--- src/rtl/button_event_unit.sv ---
// Edge detector with sticky press/release pending and overrun flags plus a registered irq.
// Optional per-channel auto-repeat of held presses is enabled by defining BUTTON_AUTOREPEAT_EN.
module button_event_unit #(
    parameter int unsigned        WIDTH         = 1,
    parameter int unsigned        CNT_W         = 24,
    parameter logic [CNT_W-1:0]   REPEAT_DELAY  = CNT_W'(5000000),
    parameter logic [CNT_W-1:0]   REPEAT_PERIOD = CNT_W'(1000000)
) (
    input  logic             clk,
    input  logic             reset,
    input  logic [WIDTH-1:0] debounced_in,
    input  logic [WIDTH-1:0] press_clr,
    input  logic [WIDTH-1:0] release_clr,
    input  logic [WIDTH-1:0] irq_en,
    output logic [WIDTH-1:0] press_pending,
    output logic [WIDTH-1:0] release_pending,
    output logic [WIDTH-1:0] press_overrun,
    output logic [WIDTH-1:0] release_overrun,
    output logic [WIDTH-1:0] level_out,
    output logic             irq
);

    logic             primed_q, primed_d;
    logic [WIDTH-1:0] level_q, level_d;
    logic [WIDTH-1:0] ppend_q, ppend_d;
    logic [WIDTH-1:0] rpend_q, rpend_d;
    logic [WIDTH-1:0] povr_q, povr_d;
    logic [WIDTH-1:0] rovr_q, rovr_d;
    logic             irq_q, irq_d;

    logic [WIDTH-1:0] press_edge;
    logic [WIDTH-1:0] release_edge;
    logic [WIDTH-1:0] press_evt;

    // Edges are suppressed until level_q holds a real sample, so a button held through reset is silent.
    always_comb begin
        press_edge   = primed_q ? (debounced_in & ~level_q) : '0;
        release_edge = primed_q ? (~debounced_in & level_q) : '0;
    end

`ifdef BUTTON_AUTOREPEAT_EN
    typedef enum logic [1:0] {
        RPT_IDLE,
        RPT_DELAY,
        RPT_REPEAT
    } rpt_state_e;

    localparam logic [CNT_W-1:0] DELAY_LOAD  = REPEAT_DELAY - 1'b1;
    localparam logic [CNT_W-1:0] PERIOD_LOAD = REPEAT_PERIOD - 1'b1;

    rpt_state_e       state_q [WIDTH];
    rpt_state_e       state_d [WIDTH];
    logic [CNT_W-1:0] cnt_q   [WIDTH];
    logic [CNT_W-1:0] cnt_d   [WIDTH];
    logic [WIDTH-1:0] repeat_fire;

    // Outside IDLE the button is known to be held, so "no release edge" means "still pressed".
    always_comb begin
        for (int unsigned i = 0; i < WIDTH; i++) begin
            state_d[i]     = state_q[i];
            cnt_d[i]       = cnt_q[i];
            repeat_fire[i] = 1'b0;
            case (state_q[i])
                RPT_IDLE: begin
                    if (press_edge[i]) begin
                        state_d[i] = RPT_DELAY;
                        cnt_d[i]   = DELAY_LOAD;
                    end
                end
                RPT_DELAY, RPT_REPEAT: begin
                    if (release_edge[i]) begin
                        state_d[i] = RPT_IDLE;
                    end else if (cnt_q[i] == '0) begin
                        repeat_fire[i] = 1'b1;
                        cnt_d[i]       = PERIOD_LOAD;
                        state_d[i]     = RPT_REPEAT;
                    end else begin
                        cnt_d[i] = cnt_q[i] - 1'b1;
                    end
                end
                default: state_d[i] = RPT_IDLE;
            endcase
        end
    end

    always_ff @(posedge clk or posedge reset) begin
        if (reset) begin
            for (int unsigned i = 0; i < WIDTH; i++) begin
                state_q[i] <= RPT_IDLE;
                cnt_q[i]   <= '0;
            end
        end else begin
            for (int unsigned i = 0; i < WIDTH; i++) begin
                state_q[i] <= state_d[i];
                cnt_q[i]   <= cnt_d[i];
            end
        end
    end

    assign press_evt = press_edge | repeat_fire;
`else
    logic unused_cfg;
    assign unused_cfg = ^{REPEAT_DELAY, REPEAT_PERIOD};
    assign press_evt  = press_edge;
`endif

    // An event in the same cycle as its clear strobe keeps pending set and drops overrun.
    always_comb begin
        primed_d = 1'b1;
        level_d  = debounced_in;
        ppend_d  = press_evt | (ppend_q & ~press_clr);
        povr_d   = (povr_q & ~press_clr) | (press_evt & ppend_q & ~press_clr);
        rpend_d  = release_edge | (rpend_q & ~release_clr);
        rovr_d   = (rovr_q & ~release_clr) | (release_edge & rpend_q & ~release_clr);
        irq_d    = |((ppend_d | rpend_d) & irq_en);
    end

    always_ff @(posedge clk or posedge reset) begin
        if (reset) begin
            primed_q <= 1'b0;
            level_q  <= '0;
            ppend_q  <= '0;
            povr_q   <= '0;
            rpend_q  <= '0;
            rovr_q   <= '0;
            irq_q    <= 1'b0;
        end else begin
            primed_q <= primed_d;
            level_q  <= level_d;
            ppend_q  <= ppend_d;
            povr_q   <= povr_d;
            rpend_q  <= rpend_d;
            rovr_q   <= rovr_d;
            irq_q    <= irq_d;
        end
    end

    assign press_pending   = ppend_q;
    assign release_pending = rpend_q;
    assign press_overrun   = povr_q;
    assign release_overrun = rovr_q;
    assign level_out       = level_q;
    assign irq             = irq_q;

endmodule

--- config.mk ---
export PLATFORM = sky130hd
export DESIGN_NAME = button_event_unit
export DESIGN_NICKNAME = d
export VERILOG_FILES = /design/src/rtl/button_event_unit.sv
export SDC_FILE = /design/constraint.sdc
export NUM_CORES = 1
export LEC_CHECK = 0
export ABC_AREA = 0
export BUFFER_PORTS_ARGS = -buffer_cell sky130_fd_sc_hd__buf_2
export CAP_MARGIN = 20
export CORE_AREA = 8 8 45 47
export DETAILED_ROUTE_END_ITERATION = 10
export DIE_AREA = 0 0 53 55
export PLACE_DENSITY = 0.44
export SYNTH_ARGS = -nofsm -noshare
export SYNTH_HDL_FRONTEND = slang
export SYNTH_SLANG_ARGS = --single-unit
--- constraint.sdc ---
create_clock -name clk -period 1.1 [get_ports clk]
set_input_delay 0.11 -clock clk [delete_from_list [all_inputs] [get_ports clk]]
set_output_delay 0.11 -clock clk [all_outputs]
set_load 0.03 [all_outputs]
==> metrics.md, run 1 <==
| Metric | Value |
|---|---|
| Starting DRT DRC Count | `2` |
| Vias per std cell | `roughly 3.6` |
| Cell leakage power | `0.210 nW` |
| Port Buffers | `11` |
| Worst hold endpoint | `release_overrun` |
| Most frequent cell after synthesis | `dfrtp_1` |
| Met1 usage | `5.08%` |
| Top area cells in the synthesized netlist | `dfrtp_1 (66%), nand2_1 (5.7%), a31oi_1 (4.7%), inv_1 (4.3%), and2b_2 (3.3%)` |
| Fin nets | `48` |
| R2r setup slk | `around 200 ps` |
| Setup repair after global routing missed its margin | `no` |
| Final Slew Violations | `0` |
| Final worst slack | `51.6 ps` |
| Register area share after synthesis | `between 60% and 70%` |
| R2R depth | `3` |
| Fraction of power spent switching nets | `around a quarter` |
| Total gr overflow | `0` |
| Vias in the first global route | `209` |
| Yosys reg bits | `7` |
| Overall Global Routing Usage | `between 4 and 5%` |
| Longest Clk Path Bufs | `2` |
| Post-route ant nets | `0` |
| Die area | `2920 sq um` |
| Area Overhead vs Synth | `46.0%` |
| Psw | `0.150 mW` |
| Dpl ws | `205 ps` |
| Root Buffer | `clkbuf_4` |
| Adder-cell share of the synthesized area | `0%` |
| Remaining DRCs | `0` |
| Post-Route WL | `around 580 um` |
| Storage cell area | `175 sq um` |
| H-tree depth | `1` |
| Core area | `1380 sq um` |
| Largest family of logic cells by synthesized area | `simple AND/OR/NAND/NOR gates` |
| CTS clock-pin slew for the worst setup and hold paths | `50 ps` |
| Grt met2 use | `approximately 5.3%` |
| Top cell type's share of synthesized area | `66.4%` |
| Gp weighted congestion | `0.695` |
| Syn avg cell area | `11.0 sq um` |
| Antenna cells | `0` |
| CTS tree | `yes` |
| Final Util | `27.8%` |
| Synth warn | `0` |
| Number of CTS-inserted buffers | `3` |
| Core Rows | `14` |
| Clk Latency, worst-skew pair | `250 ps` |
| Multiplexer area fraction after synthesis | `0%` |
| Max Freq | `954 MHz` |
| Dominant synthesized flop cell | `dfrtp_1` |
| Initial antenna violation count | `0` |
| WS Path Type | `in2reg` |
| Tcrit/Tclk final | `95.3%` |
| Final hold vios | `0` |
| Combinational power share | `13.5%` |
| Setup Viol. Count Final | `0` |
| Initial Util | `19.1%` |
| Synthesized cell area | `about 260 sq um` |
| Max IR drop VDD | `between 0.5 and 0.6 mV` |
| Post-synthesis compound-gate area fraction | `9.00%` |
| Synth Area in Simple Gates | `19.0%` |
| Reg-to-reg startpoint | `level_out` |
| Internal | `~0.44 mW` |
| Die width | `53 um` |
| Router iterations before antenna repair | `2` |
| First-pass GRT wire length | `approximately 890 um` |
| GR Util met3 | `3.74%` |
| Share of cells above drive strength 1 | `39.0%` |
| Die Y | `55 um` |
| Critical Path Source Type | `input pin` |
| GR peak layer | `met2` |
| R2r endpoint | `release_overrun` |
| Routed length per instance | `between 10 and 15 um` |
| Hold Path Stages | `2` |
| Worst Setup End Kind | `flip-flop` |
| CP max FO | `3` |
| Setup Skew | `1.31 ps` |
| Layout filler cell count | `between 150 and 200` |
| Async SR Flop Fraction | `100%` |
| EDFF count, synth | `0` |
| Hold path startpoint | `release_clr` |
| Sink Count | `7` |
| Area occupied by multi-input gates | `just under 80 sq um` |
| Setup tns final | `0 ps` |
| Max cap viols | `0` |
| Final min period | `1050 ps` |
| Commonest cells post-synth | `dfrtp_1 (7), nand2_1 (4), inv_1 (3), a31oi_1 (2)` |
| Sequential share of power | `47.4%` |
| Arr. time, crit path | `1180 ps` |
| HP Class | `in2reg` |
| Clk pwr share | `39.2%` |
| Synthesized instance count | `24` |
| XOR/XNOR Fraction of Synth Area | `0%` |
| Status | `completed` |
| Req. time, crit path | `1230 ps` |
| Largest net degree at the start of global routing | `8` |
| Area leader, netlist | `dfrtp_1` |
| Syn Nets | `30` |
| Via count | `208` |
| Ports | `12` |
| Synth cell types | `12` |
| Power Density | `1530 nW/um^2` |
==> how the worst max path moves through the flow <==
stage,endpoint,from,depth (start not counted)
floorplan,irq,level_out,3
global placement,irq,level_out,3
detailed placement,irq,level_out,3
CTS,irq,debounced_in,5
global route,irq,debounced_in,5
finish,irq,debounced_in,5
==> what timing repair did <==
| action | CTS | global route |
|---|---|---|
| hold buffers | 2 | 0 |
| buffers inserted | 0 | 0 |
| resized for setup | 0 | 0 |
| hold endpoints to repair | 8 | 0 |
==> cell type report <==
cell class	instances	share of cell area, %
clock buffer	4	6.82
multi-input combinational	14	20.1
inverter	3	2.92
timing repair buffer	13	19.5
sequential	7	45.5
tap	16	5.19
==> critical path: stages <==
cell and delay (ps):
dlygate4sd3_1 530, buf_2 140, and2b_2 190, o21ai_1 120, a31oi_1 90
==> registers in the layout (all words and copies together) (netlist names) <==
| register | count |
|---|---|
| press_overrun | 1 |
| irq | 1 |
| level_out | 1 |
| press_pending | 1 |
| release_overrun | 1 |
| primed_q | 1 |
| release_pending | 1 |
==> power by group through the flow <==
stage	Sequential, mW	Combinational, mW	Clock (mW)
final	0.279	0.0795	0.231
after global routing	0.280	0.0857	0.267
after CTS	0.279	0.0812	0.247
after detailed placement	0.284	0.0756	0
after global placement	0.283	0.0753	0
after floorplan	0.308	0.0221	0
==> layout by cell type, fill, tap and decap left out <==
cell           instances
nand2b_1               1
and2b_2                1
dfrtp_1                7
a31oi_1                2
clkbuf_1               1
conb_1                 1
inv_1                  3
buf_2                 11
nand2_1                4
nor2_1                 1
dlygate4sd3_1          2
o21ai_1                1
nor2b_2                1
or2b_1                 1
o22ai_1                1
clkbuf_4               3
==> through the flow <==
step                      std cells  instance area, sq um  hold WS [ps]  power, mW
after CTS                        57                   385          14.7      0.607
after global placement           51                   339          55.8      0.359
final                            57                   385          29.7      0.590
after global routing             57                   385          17.9      0.633
after detailed placement         51                   339          57.7      0.359
after floorplan                  24                   264         -86.6      0.330
==> routing by layer <==
metal	wire (um)	part of all wire [%]	vias up
met2	206	36	11
met4	12	2.1	0
met5	0	0	-
li1	-	-	110
met1	275	48	85
met3	80	14	2
==> cells by family after synthesis <==
logic type,after synthesis
and+or+nand+nor,9
other,1
AOI/OAI and AO/OA,4
buffers and inverters,3
DFF,7
(Power assumes the default switching activity.)
==> run 2: changes to the inputs <==
- ABC_AREA: 0 -> 1
- PLACE_DENSITY: 0.44 -> 0.45
- SETUP_SLACK_MARGIN: not set -> 0.1
==> run 2 against run 1 <==
  * Sequential share of layout area up 0.60 points
  * Design area down 1.3%
  * Sequential power about the same
  * Count of clock-buffer cells in the layout unchanged
  * Worst hold slack worse by 12 ps
  * Area after synthesis up 1.9%
  * Via count up 5.3%
  * Flip-flop and latch count unchanged
  * Utilization down 0.36 points
  * Highest routed layer unchanged
==> metrics.md, run 2 <==
| Metric | Value |
|---|---|
| Synthesized cell area | `269 sq um (was 264 sq um)` |
| Final Slew Violations | `0 (unchanged)` |
| Internal | `0.435 mW (was 0.440 mW)` |
| Setup Skew | `1.99 ps (was 1.31 ps)` |
| Total Power | `0.580 mW (was 0.590 mW)` |
| Dominant synthesized flop cell | `dfrtp_1 (unchanged)` |
| First-pass GRT wire length | `890 um (unchanged)` |
| Psw | `0.145 mW (was 0.150 mW)` |
| CTS resizes | `0 (unchanged)` |
| Core Rows | `14 (unchanged)` |
| Syn Nets | `34 (was 30)` |
| Clk pwr share | `38.3% (was 39.2%)` |
| Area Overhead vs Synth | `41.4% (was 46.0%)` |
| Synth warn | `0 (unchanged)` |
| Worst Setup End Kind | `output port (was flip-flop)` |
| Total gr overflow | `0 (unchanged)` |
| Final Util | `27.5% (was 27.8%)` |
| Hold Slack | `17.5 ps (was 29.7 ps)` |
| Power Density | `1520 nW/um^2 (was 1530 nW/um^2)` |
| Critical Path Source Type | `flip-flop (was input pin)` |
| Storage cell area | `175 sq um (unchanged)` |
| Ports | `12 (unchanged)` |
| Cell Chain, Critical Path | `buf_2 (was dlygate4sd3_1 -> buf_2 -> and2b_2 -> o21ai_1 -> a31oi_1)` |
| Final hold vios | `0 (unchanged)` |
| Post-CTS Setup Repair Bufs | `0 (unchanged)` |
| Top area cells in the synthesized netlist | `dfrtp_1 (65%), inv_1 (8.4%), nand2_1 (5.6%), nand2_2 (4.7%), nand4_1 (4.7%) (was dfrtp_1 (66%), nand2_1 (5.7%), a31oi_1 (4.7%), inv_1 (4.3%), and2b_2 (3.3%))` |
| Req. time, crit path | `990 ps (was 1230 ps)` |
| EDFF count, synth | `0 (unchanged)` |
| Root Buffer | `clkbuf_4 (unchanged)` |
| Async SR Flop Fraction | `100% (unchanged)` |
| Die width | `53 um (unchanged)` |
| Max cap viols | `0 (unchanged)` |
| Core area | `1380 sq um (unchanged)` |
| Sequential share of power | `48.4% (was 47.4%)` |
| Non-Filler Instances | `60 (was 57)` |
| CP delay by family, top | `flip-flops (was buffers and inverters)` |
| Largest net degree at the start of global routing | `8 (unchanged)` |
| Crit path buf inv count | `1 (was 2)` |
| Initial antenna violation count | `0 (unchanged)` |
| Vias in the first global route | `228 (was 209)` |
| Clk Latency, worst-skew pair | `240 ps (was 250 ps)` |
| Number of CTS-inserted buffers | `3 (unchanged)` |
| Setup repair after global routing missed its margin | `no (unchanged)` |
| Top cell type's share of synthesized area | `65.1% (was 66.4%)` |
| DPL Wire Length | `~470 um` |
| Via count | `219 (was 208)` |
| Sink Count | `7 (unchanged)` |
| Commonest cells post-synth | `dfrtp_1 (7), inv_1 (6), nand2_1 (4) (was dfrtp_1 (7), nand2_1 (4), inv_1 (3), a31oi_1 (2))` |
| WS Path Type | `reg2out (was in2reg)` |
| Synthesized instance count | `28 (was 24)` |
| Fraction of power spent switching nets | `25.0% (was 25.4%)` |
| Max IR drop VDD | `0.534 mV (was 0.553 mV)` |
| CP max FO | `4 (was 3)` |
| Remaining DRCs | `0 (unchanged)` |
| Area occupied by multi-input gates | `71.3 sq um (was 77.6 sq um)` |
| Arr. time, crit path | `820 ps (was 1180 ps)` |
| CP peak stage delay | `370 ps (was 530 ps)` |
| Final worst slack | `170 ps (was 51.6 ps)` |
| Fin nets | `51 (was 48)` |
| Slowest CP cell | `dfrtp_1 (was dlygate4sd3_1)` |
| Syn avg cell area | `9.61 sq um (was 11.0 sq um)` |
| Dpl ws | `265 ps (was 205 ps)` |
| Tcrit/Tclk final | `84.6% (was 95.3%)` |
| Longest Clk Path Bufs | `2 (unchanged)` |
| Area leader, netlist | `dfrtp_1 (unchanged)` |
| Overall Global Routing Usage | `4.40% (was 4.72%)` |
| Combinational power share | `13.3% (was 13.5%)` |
| Most frequent cells in the layout | `buf_2 (11), dfrtp_1 (7), inv_1 (6) (was buf_2 (11), dfrtp_1 (7), nand2_1 (4))` |
| Starting DRT DRC Count | `2 (unchanged)` |
| DP Cell Count | `55 (was 51)` |
| Cell leakage power | `0.218 nW (was 0.210 nW)` |
| CTS clock-pin slew for the worst setup and hold paths | `50 ps (about the same)` |
| Final min period | `930 ps (was 1050 ps)` |
| Yosys reg bits | `7 (unchanged)` |
| Post-route ant nets | `0 (unchanged)` |
| Max Freq | `1080 MHz (was 954 MHz)` |
| Design Area, Final | `380 sq um (was 385 sq um)` |
| Routed length per instance | `9.32 um (was 10.1 um)` |
| Post-Route WL | `559 um (was 575 um)` |
| Gp weighted congestion | `0.616 (was 0.695)` |
| Register area share after synthesis | `65.1% (was 66.4%)` |
| Setup Viol. Count Final | `0 (unchanged)` |
| Synth cell types | `9 (was 12)` |
| Port Buffers | `11 (unchanged)` |
| Die area | `2920 sq um (unchanged)` |
| Most frequent cell after synthesis | `dfrtp_1 (unchanged)` |
| Die Y | `55 um (unchanged)` |
| Commonest non-fill, non-tap cell in the layout | `buf_2 (unchanged)` |
| Setup tns final | `0 ps (unchanged)` |
| DP Area | `344 sq um (was 339 sq um)` |
| Router iterations before antenna repair | `4 (was 2)` |
| Vias per std cell | `3.65 (about the same)` |
| Antenna cells | `0 (unchanged)` |
| CTS tree | `yes (unchanged)` |
| HP Class | `in2reg (unchanged)` |
| Initial Util | `19.4% (was 19.1%)` |
| Share of cells above drive strength 1 | `36.4% (was 39.0%)` |
| Status | `completed (unchanged)` |
| H-tree depth | `1 (unchanged)` |
| Layout filler cell count | `158 (was 154)` |
==> run 2: repair_timing <==
action	in CTS	in global routing
endpoints found under the hold margin	7	0
endpoints found under the setup margin	0	0
hold buffers	1	0
==> run 2: routing by layer <==
layer	track usage, %	wire, um	up-vias
met2	5.86	235	8
met1	4.48	240	93
met3	3.21	75	2
li1	-	-	116
met4	3.88	8	0
met5	0	0	-
==> run 2: worst paths after layout <==
path                                     from       endpoint  slack, ps  cells after the start
min in group asynchronous               reset            irq        330                      3
worst max-delay path                level_out      level_out        170                      1
max in group asynchronous               reset  press_overrun        560                      3
worst min register to register  press_overrun  press_overrun        480                      2
worst max register to register       primed_q            irq        260                      4
worst min-delay path             debounced_in      level_out         20                      1
==> run 2: kinds of logic (layout without fill, tap and decap cells) <==
group	Yosys count	in the layout	synth area share, %
buf+inv	6	22	8.37
simple gates	12	12	21.4
flops	7	7	65.1
compound gates	2	2	3.72
other cells	1	1	1.39
==> run 2: final cells by class <==
class	count	area share (%)
clock buffer	4	6.91
inverter	6	5.92
multi-input combinational	15	18.7
sequential	7	46.1
tap	16	5.26
timing repair buffer	12	17.1
==> run 2: power groups by stage <==
stage / sequential, mW / clock, mW / combinational [mW]
2_1_floorplan: 0.310 / 0 / 0.0217
3_3_place_gp: 0.285 / 0 / 0.0759
3_5_place_dp: 0.285 / 0 / 0.0765
4_1_cts: 0.281 / 0.233 / 0.0795
5_1_grt: 0.283 / 0.249 / 0.0861
6_report: 0.281 / 0.222 / 0.0771
